===== config.mk =====
export PLATFORM = sky130hd
export DESIGN_NAME = arbitro_rr
export DESIGN_NICKNAME = d
export VERILOG_FILES = /design/src/rtl/arbitro_rr_pkg.sv /design/src/rtl/arbitro_rr_mux8_4b.sv /design/src/rtl/arbitro_rr.sv
export SDC_FILE = /design/constraint.sdc
export NUM_CORES = 1
export LEC_CHECK = 0
export ABC_AREA = 1
export ABC_CLOCK_PERIOD_IN_PS = 2900
export CAP_MARGIN = 20
export CORE_MARGIN = 2
export CORE_UTILIZATION = 48
export CTS_CLUSTER_DIAMETER = 150
export DETAILED_ROUTE_END_ITERATION = 12
export PLACE_DENSITY = 0.92
export REMOVE_ABC_BUFFERS = 1
export SLEW_MARGIN = 40
export SYNTH_ARGS = -nofsm -noshare
export SYNTH_HDL_FRONTEND = slang
export SYNTH_SLANG_ARGS = --single-unit

===== constraint.sdc =====
create_clock -name clock -period 2.9 [get_ports clock]
set_clock_uncertainty 0.05 [all_clocks]
set_input_delay 0.29 -clock clock [delete_from_list [all_inputs] [get_ports clock]]
set_output_delay 0.29 -clock clock [all_outputs]
set_load 0.1 [all_outputs]

===== src/rtl/arbitro_rr_pkg.sv =====
// arbitro_rr_pkg -- shared definitions for the round-robin arbiter.
//   estado_t  : arbiter FSM states (OCIOSO = no grant, CONCEDIDO = one source granted)
//   N_FONTES  : number of request sources
//   IDX_W     : width of a source index
//   busca_rr  : round-robin search over the request vector starting at a pointer
package arbitro_rr_pkg;

  localparam int N_FONTES = 8;
  localparam int IDX_W    = 3;

  typedef enum logic [0:0] {
    OCIOSO    = 1'b0,
    CONCEDIDO = 1'b1
  } estado_t;

  typedef struct packed {
    logic             found;
    logic [IDX_W-1:0] idx;
  } busca_t;

  // Returns the first requesting source at or after ptr, wrapping 7 -> 0.
  // The loop runs from the farthest offset down to offset 0 so that the
  // closest requester is the last one written and therefore wins.
  function automatic busca_t busca_rr(input logic [N_FONTES-1:0] req,
                                      input logic [IDX_W-1:0]    ptr);
    busca_t           r;
    logic [IDX_W-1:0] cand;
    r = '0;
    for (int k = N_FONTES - 1; k >= 0; k--) begin
      cand = ptr + IDX_W'(k);
      if (req[cand]) begin
        r.found = 1'b1;
        r.idx   = cand;
      end
    end
    return r;
  endfunction

endpackage


===== src/rtl/arbitro_rr_mux8_4b.sv =====
// mux8_4b -- combinational 8:1 multiplexer of 4-bit data words.
//   sel    : index of the selected input
//   i0..i7 : data inputs
//   y      : selected data word
module mux8_4b
  import arbitro_rr_pkg::*;
(
  input  logic [IDX_W-1:0] sel,
  input  logic [3:0]       i0,
  input  logic [3:0]       i1,
  input  logic [3:0]       i2,
  input  logic [3:0]       i3,
  input  logic [3:0]       i4,
  input  logic [3:0]       i5,
  input  logic [3:0]       i6,
  input  logic [3:0]       i7,
  output logic [3:0]       y
);

  always_comb begin
    y = 4'b0000;
    case (sel)
      3'd0: y = i0;
      3'd1: y = i1;
      3'd2: y = i2;
      3'd3: y = i3;
      3'd4: y = i4;
      3'd5: y = i5;
      3'd6: y = i6;
      3'd7: y = i7;
      default: y = 4'b0000;
    endcase
  end

endmodule


===== src/rtl/arbitro_rr.sv =====
// arbitro_rr -- 8-source round-robin arbiter with a per-grant time limit.
//   clock      : single clock, rising edge
//   reset      : synchronous active-high reset
//   REQ[7:0]   : request of each source
//   S0..S7     : 4-bit data of each source
//   GNT[7:0]   : registered one-hot grant, zero when idle
//   SEL[2:0]   : registered index of the granted source (held while idle)
//   VALIDO     : registered, high while a grant is active
//   SAIDA[3:0] : data of the granted source, zero when idle
//   ORIGEM[2:0]: SEL while VALIDO, zero otherwise
// A source keeps the grant for at most TEMPO_MAX consecutive cycles (1..8).
module arbitro_rr
  import arbitro_rr_pkg::*;
#(
  parameter int TEMPO_MAX = 4
) (
  input  logic                clock,
  input  logic                reset,
  input  logic [N_FONTES-1:0] REQ,
  input  logic [3:0]          S0,
  input  logic [3:0]          S1,
  input  logic [3:0]          S2,
  input  logic [3:0]          S3,
  input  logic [3:0]          S4,
  input  logic [3:0]          S5,
  input  logic [3:0]          S6,
  input  logic [3:0]          S7,
  output logic [N_FONTES-1:0] GNT,
  output logic [IDX_W-1:0]    SEL,
  output logic                VALIDO,
  output logic [3:0]          SAIDA,
  output logic [IDX_W-1:0]    ORIGEM
);

  localparam logic [3:0] TEMPO_LIM = 4'(TEMPO_MAX);

  estado_t          estado;
  logic [IDX_W-1:0] ptr;
  logic [3:0]       cont;

  logic [IDX_W-1:0] ptr_busca;
  logic             liberar;
  busca_t           res;
  logic [3:0]       dado_sel;

  // On a release the pointer moves past the releasing source in the same
  // edge, so the search already uses SEL+1 instead of the stored pointer.
  // When idle the stored pointer is used; it already equals the last SEL+1.
  always_comb begin
    liberar   = 1'b0;
    ptr_busca = ptr;
    if (estado == CONCEDIDO) begin
      ptr_busca = SEL + 3'd1;
      liberar   = !REQ[SEL] || (cont == TEMPO_LIM);
    end
    res = busca_rr(REQ, ptr_busca);
  end

  always_ff @(posedge clock) begin
    if (reset) begin
      estado <= OCIOSO;
      ptr    <= '0;
      cont   <= '0;
      GNT    <= '0;
      SEL    <= '0;
      VALIDO <= 1'b0;
    end else begin
      case (estado)
        OCIOSO: begin
          if (res.found) begin
            estado <= CONCEDIDO;
            SEL    <= res.idx;
            GNT    <= N_FONTES'(1) << res.idx;
            VALIDO <= 1'b1;
            cont   <= 4'd1;
          end else begin
            GNT    <= '0;
            VALIDO <= 1'b0;
          end
        end
        CONCEDIDO: begin
          if (liberar) begin
            ptr <= ptr_busca;
            // Re-arbitrate at the release edge: no idle bubble when
            // someone (possibly the same source) is still requesting.
            if (res.found) begin
              SEL  <= res.idx;
              GNT  <= N_FONTES'(1) << res.idx;
              cont <= 4'd1;
            end else begin
              estado <= OCIOSO;
              GNT    <= '0;
              VALIDO <= 1'b0;
              cont   <= '0;
            end
          end else begin
            cont <= cont + 4'd1;
          end
        end
        default: begin
          estado <= OCIOSO;
          GNT    <= '0;
          VALIDO <= 1'b0;
        end
      endcase
    end
  end

  mux8_4b u_mux (
    .sel (SEL),
    .i0  (S0),
    .i1  (S1),
    .i2  (S2),
    .i3  (S3),
    .i4  (S4),
    .i5  (S5),
    .i6  (S6),
    .i7  (S7),
    .y   (dado_sel)
  );

  assign SAIDA  = VALIDO ? dado_sel : 4'b0000;
  assign ORIGEM = VALIDO ? SEL : '0;

endmodule


# == Yosys cells after proc, flatten, opt, wreduce, memory -nomap -nowiden ==
# Cells that the tools add are included.
# word_totals
reg_bits,20
input_bits,42
output_inout_bits,19
# classes
n_addsub,9
order_cmp,9
eq_ne,11
shifts,1
mux,47
bitwise_logic,1
n_reduce_logical,5
# ops
operator,count
2-to-1 mux 4 bit,11
"< comparator 3 x 4 -> 1 bit, second input constant",9
case mux 4 bit (8 select lines),1
binary-select mux 1 bit (select 3 bit),9
2-to-1 mux 8 bit,2
case mux 8 bit (2 select lines),1
2-to-1 mux 1 bit,15
"adder 3 bit, second input constant",4
"equality test 3 bit, second input constant",4
2-to-1 mux 3 bit,4
case mux 4 bit (2 select lines),1
"left shift 1 x 3 -> 8 bit, first input constant",1
"adder 3 x 1 -> 3 bit, second input constant",2
"adder 3 x 2 -> 3 bit, second input constant",2
"equality test 3 x 2 -> 1 bit, second input constant",2
case mux 3 bit (2 select lines),1
"adder 4 x 1 -> 4 bit, second input constant",1
"equality test 4 x 3 -> 1 bit, second input constant",1
"!= test 2 bit, second input constant",2
case mux 1 bit (2 select lines),2
AND reduction 2 bit,2
"equality test 3 x 1 -> 1 bit, second input constant",1
zero test 3 bit,1
"!= test 2 x 1 -> 1 bit, second input constant",1
other kinds (3),3

# == Logic depth before layout (Yosys ltp) ==
# logic_depth
ltp_word,17
depth_mapped,23

# == Hierarchy ==
# A second synthesis with hierarchy kept.
# unflattened
cells_unflattened,419
area_unflattened_um2,2396.0
# by_module_without_submodules
mod,n_inst,cells_per_inst,area_per_inst_um2
arbitro_rr,1,346,2000.7
mux8_4b,1,73,395.4

# == Least setup slack after synthesis ==
# OpenSTA, ideal clock, no wires.
# synth_timing
path_type,reg2out
start,register SEL[0]
end,output port SAIDA[2]
arrival_time_ns,3.169
path_slack_ns,-0.609
path_stages_with_launch,8
cell_sequence,dfxtp_1 > ha_1 > ha_1 > a22o_1 > a221oi_1 > nand4_1 > a21oi_1 > nor2_1
# synth_between
elab_chain_cells,3
word_cells_on_any_way,10
cone_classes,eq/ne: 7; mux: 2; reduce/logical: 1
# synth_rtl
element,line,text
start: declaration,arbitro_rr.sv:29,"output logic [IDX_W-1:0] SEL,"
start signal: assignment,arbitro_rr.sv:72,SEL <= res.idx;
start signal: assignment,arbitro_rr.sv:87,SEL <= res.idx;
equality test 3 bit (tied with other cells),arbitro_rr_mux8_4b.sv:22,case (sel)
case mux 4 bit (8 select lines) (*),arbitro_rr_mux8_4b.sv:22,
2-to-1 mux 4 bit (*),arbitro_rr.sv:122,assign SAIDA = VALIDO ? dado_sel : 4'b0000;
end: declaration,arbitro_rr.sv:31,"output logic [3:0] SAIDA,"
# Every way passes the cells marked *; elsewhere a longest branch is shown, timed or not.

# == Worst setup path in the final report ==
# layout_timing
start,register SEL[0]
end,register cont[3]
# layout_between
elab_chain_cells,14
word_cells_on_any_way,41
cone_classes,add/sub: 8; eq/ne: 1; mux: 30; reduce/logical: 2
# layout_rtl
element,line,text
adder 3 x 1 -> 3 bit,arbitro_rr.sv:53,ptr_busca = SEL + 3'd1;
2-to-1 mux 3 bit,arbitro_rr.sv:52,if (estado == CONCEDIDO) begin
adder 3 bit,arbitro_rr_pkg.sv:30,cand = ptr + IDX_W'(k);
binary-select mux 1 bit (select 3 bit),arbitro_rr_pkg.sv:31,if (req[cand]) begin
2-to-1 mux 1 bit (not written as such),arbitro_rr_pkg.sv:31,
2-to-1 mux 4 bit (8 in a row),arbitro_rr_pkg.sv:31,
!= test 2 bit (no source line),n/a,
end signal: assignment,arbitro_rr.sv:97,cont <= cont + 4'd1;
end: declaration,arbitro_rr.sv:39,logic [3:0] cont;
# Several ways; a longest one is shown, not always the timed one. The select of a mux whose other input is x is not followed.
# A chain may end at the register's enable or synchronous reset.

==> results.txt <==
FP Rows = 23
Clk root buf = clkbuf_8
Outcome = finished clean
Pint = 1.33 mW
Fin crit period = 2.69 ns
Post-synth top cells = nand2_1 (131), nand3_1 (43), inv_1 (35)
Fill cells = 361
Routed len/inst = 13.6 um
Layout Nets = 474
Worst Setup Slack, final = 0.213 ns
First-pass GRT wire length = 10400 um
Synth Instances = 355
Clock power frac = 8.4%
Leakage = 1.38 nW
Die X = 69.3 um
CTS H-tree lvls = 1
Vias in the first global route = 2333
WP data required = 3.05 ns
Final core occ = 69.3%
Post-DR vias/cell = 5.51
Pwr Density = 1190 nW/um2
Fin crit share = 92.7%
DRC = 0
Crit path largest cell delay = 0.38 ns
Worst Hold Class = flip-flop to flip-flop
Switch share = 60.2%
Hold Startpoint = GNT[2]
Bufs on Longest Clock Path = 2
Ys Warns = 0
RSZ-0062 raised after global routing = false
Antenna violations before repair = 0
Register area share after synthesis = 19.6%
Area grow syn2layout = 37.5%
WP data arrival = 2.84 ns
Worst hold slack = 0.422 ns
CP Capture Type = flip-flop
Pin count of the biggest net entering global routing = 16
Worst-margin pin slew = 0.576 ns
Crit start category = flip-flop
Count of final hold-check violations = 0
Number of buffers added on ports = 60
Cell repeated most along the worst path = nand2_1
Tot GR Track Use = 25.4%
FMAX = 372 MHz
Antenna viol nets, final = 0
CP Class = flip-flop to flip-flop
FF+latch area = 400 um2
Crit path from = SEL[0]
Die area = 4800 um2
Max stage delay cell, worst path = dfxtp_1
DRT Pass-1 Iters = 5
Core area = 4060 um2
Die height = 69.3 um
Syn_area_per_cell = 5.76 um2
Fin. max-slew vios = 0
Post-synth top area cell = nand2_1
CTS tree = built
Ranking of synthesized cells by area = nand2_1 (24%), dfxtp_1 (20%), nand3_1 (11%)
Reg2reg start = SEL[0]
Reg power frac = 11.8%
Via count = 2601
Initial DRC Count = 160
Final HPWL DP = 5080 um
Post-Syn Area = 2040 um2
Share of cells above drive strength 1 = 18.0%
CTS hold repair buffers = 0
Gpl congestion = 0.983
Max_cap viols = 0
N_diodes = 0
Distinct cells, synth = 27
Main synth FF type = dfxtp_1
Clock sinks = 20
Clk slew on worst S/H paths = 0.08 ns
Critical path, cell by cell = buf_4 -> ha_2 -> ha_1 -> inv_1 -> nand2_1 -> nand2_4 -> nand2_1 -> nand2_1 -> inv_1 -> nand3_1 -> nand2_2 -> inv_2 -> nand3_2 -> nor2_4 -> nand2_1 -> a21oi_2 -> nand2_1 -> nor2_1
Multi-input logic area = 1490 um2
Initial Util = 50.4%
Cell with the most instances after synthesis = nand2_1
Combinational fraction of design power = 79.7%
Critical path peak fanout = 9
Top-area cell type share of the netlist area = 24.1%
CTS buffer count = 3
Clock Latency Late Sink = 0.26 ns
WL final = 6430 um
VDD IR max = 0.000969 V
Top Ports = 61
Worst slack, placed = 0.114 ns
Ys async rst share = 0%
FF+latch count, synth = 20
Final setup vio count = 0
Max-Slew Margin vs Limit = 61.5%
Gr ovfl total = 0
Post-synth EDFFs = 0
Sw power = 2.02 mW
-- worst max-delay path, delay by kind of cell (launching register included) --
family,cells,cell delay (ns)
AOI/OAI and AO/OA,1,0.17
adders and majority gates,2,0.45
DFF,1,0.38
and+or+nand+nor,11,1.18
buffers and inverters,4,0.40
-- placed cells by master, fill, tap and decap left out, types with 2 or more instances in the layout --
master,n
o22ai_1,3
ha_1,7
inv_2,9
nor2_1,22
clkdlybuf4s50_1,41
clkbuf_8,3
nand2_1,128
inv_1,35
a211oi_1,3
nand2_4,2
nand4_1,5
nand3_1,42
a21oi_2,3
nand2_2,15
nor2_4,3
o21ai_0,10
a21oi_1,24
nand3_2,8
buf_4,26
dfxtp_1,20
-- power groups by stage --
| stage | Combinational, mW | Sequential, mW | Clock, mW |
|---|---|---|---|
| finish | 2.67 | 0.396 | 0.282 |
| global route | 2.90 | 0.403 | 0.297 |
| CTS | 2.57 | 0.394 | 0.285 |
| detailed placement | 2.56 | 0.399 | 0 |
| global placement | 2.52 | 0.398 | 0 |
| floorplan | 1.64 | 0.749 | 0 |
-- cells by family after synthesis --
logic type	count (synthesis)	share of synthesized area (%)
compound gates	51	14.9
fa+ha+maj	9	5.51
buf+inv	49	9.91
flops	20	19.6
simple gates	226	50.1
-- path summary, 6_finish.rpt --
check	depth (start not counted)	slack (ns)	endpoint
worst min register to register	2	0.42	GNT[2]
worst max-delay path	18	0.21	cont[3]
worst min-delay path	2	0.42	GNT[2]
worst max register to register	18	0.21	cont[3]
-- metal layers --
layer	track usage (%)	vias to the layer above	wire, um
met2	43.2	157	3060
met3	5.23	12	638
met1	33.3	1154	2670
li1	-	1278	-
met5	0	-	0
met4	5.01	0	59
-- metrics by stage --
stage | cell area (um2) | instances | TNS [ns] | power, mW
after detailed placement | 2680 | 466 | 0 | 2.96
final | 2810 | 472 | 0 | 3.35
after global routing | 2810 | 472 | 0 | 3.60
after global placement | 2680 | 466 | 0 | 2.92
after floorplan | 2010 | 350 | -9.69 | 2.39
after CTS | 2750 | 470 | 0 | 3.25
-- flip-flops by register name, summed over array words and instances, names as in the netlist --
| signal | cells |
|---|---|
| GNT | 8 |
| cont | 4 |
| SEL | 3 |
| ptr | 3 |
| VALIDO | 1 |
| estado | 1 |
-- cell type report --
type	count	area share [%]
Multi-Input combinational cell	286	52.8
Timing Repair Buffer	68	22.3
Sequential cell	20	14.2
Inverter	44	5.88
Tap cell	50	2.23
Clock buffer	3	1.47
Clock inverter	1	1.07
-- repair_timing --
item,4_1_cts,5_1_grt
setup buffers,0,2
resized for setup,0,11
setup endpoints to repair,0,13
(Power assumes the default switching activity.)
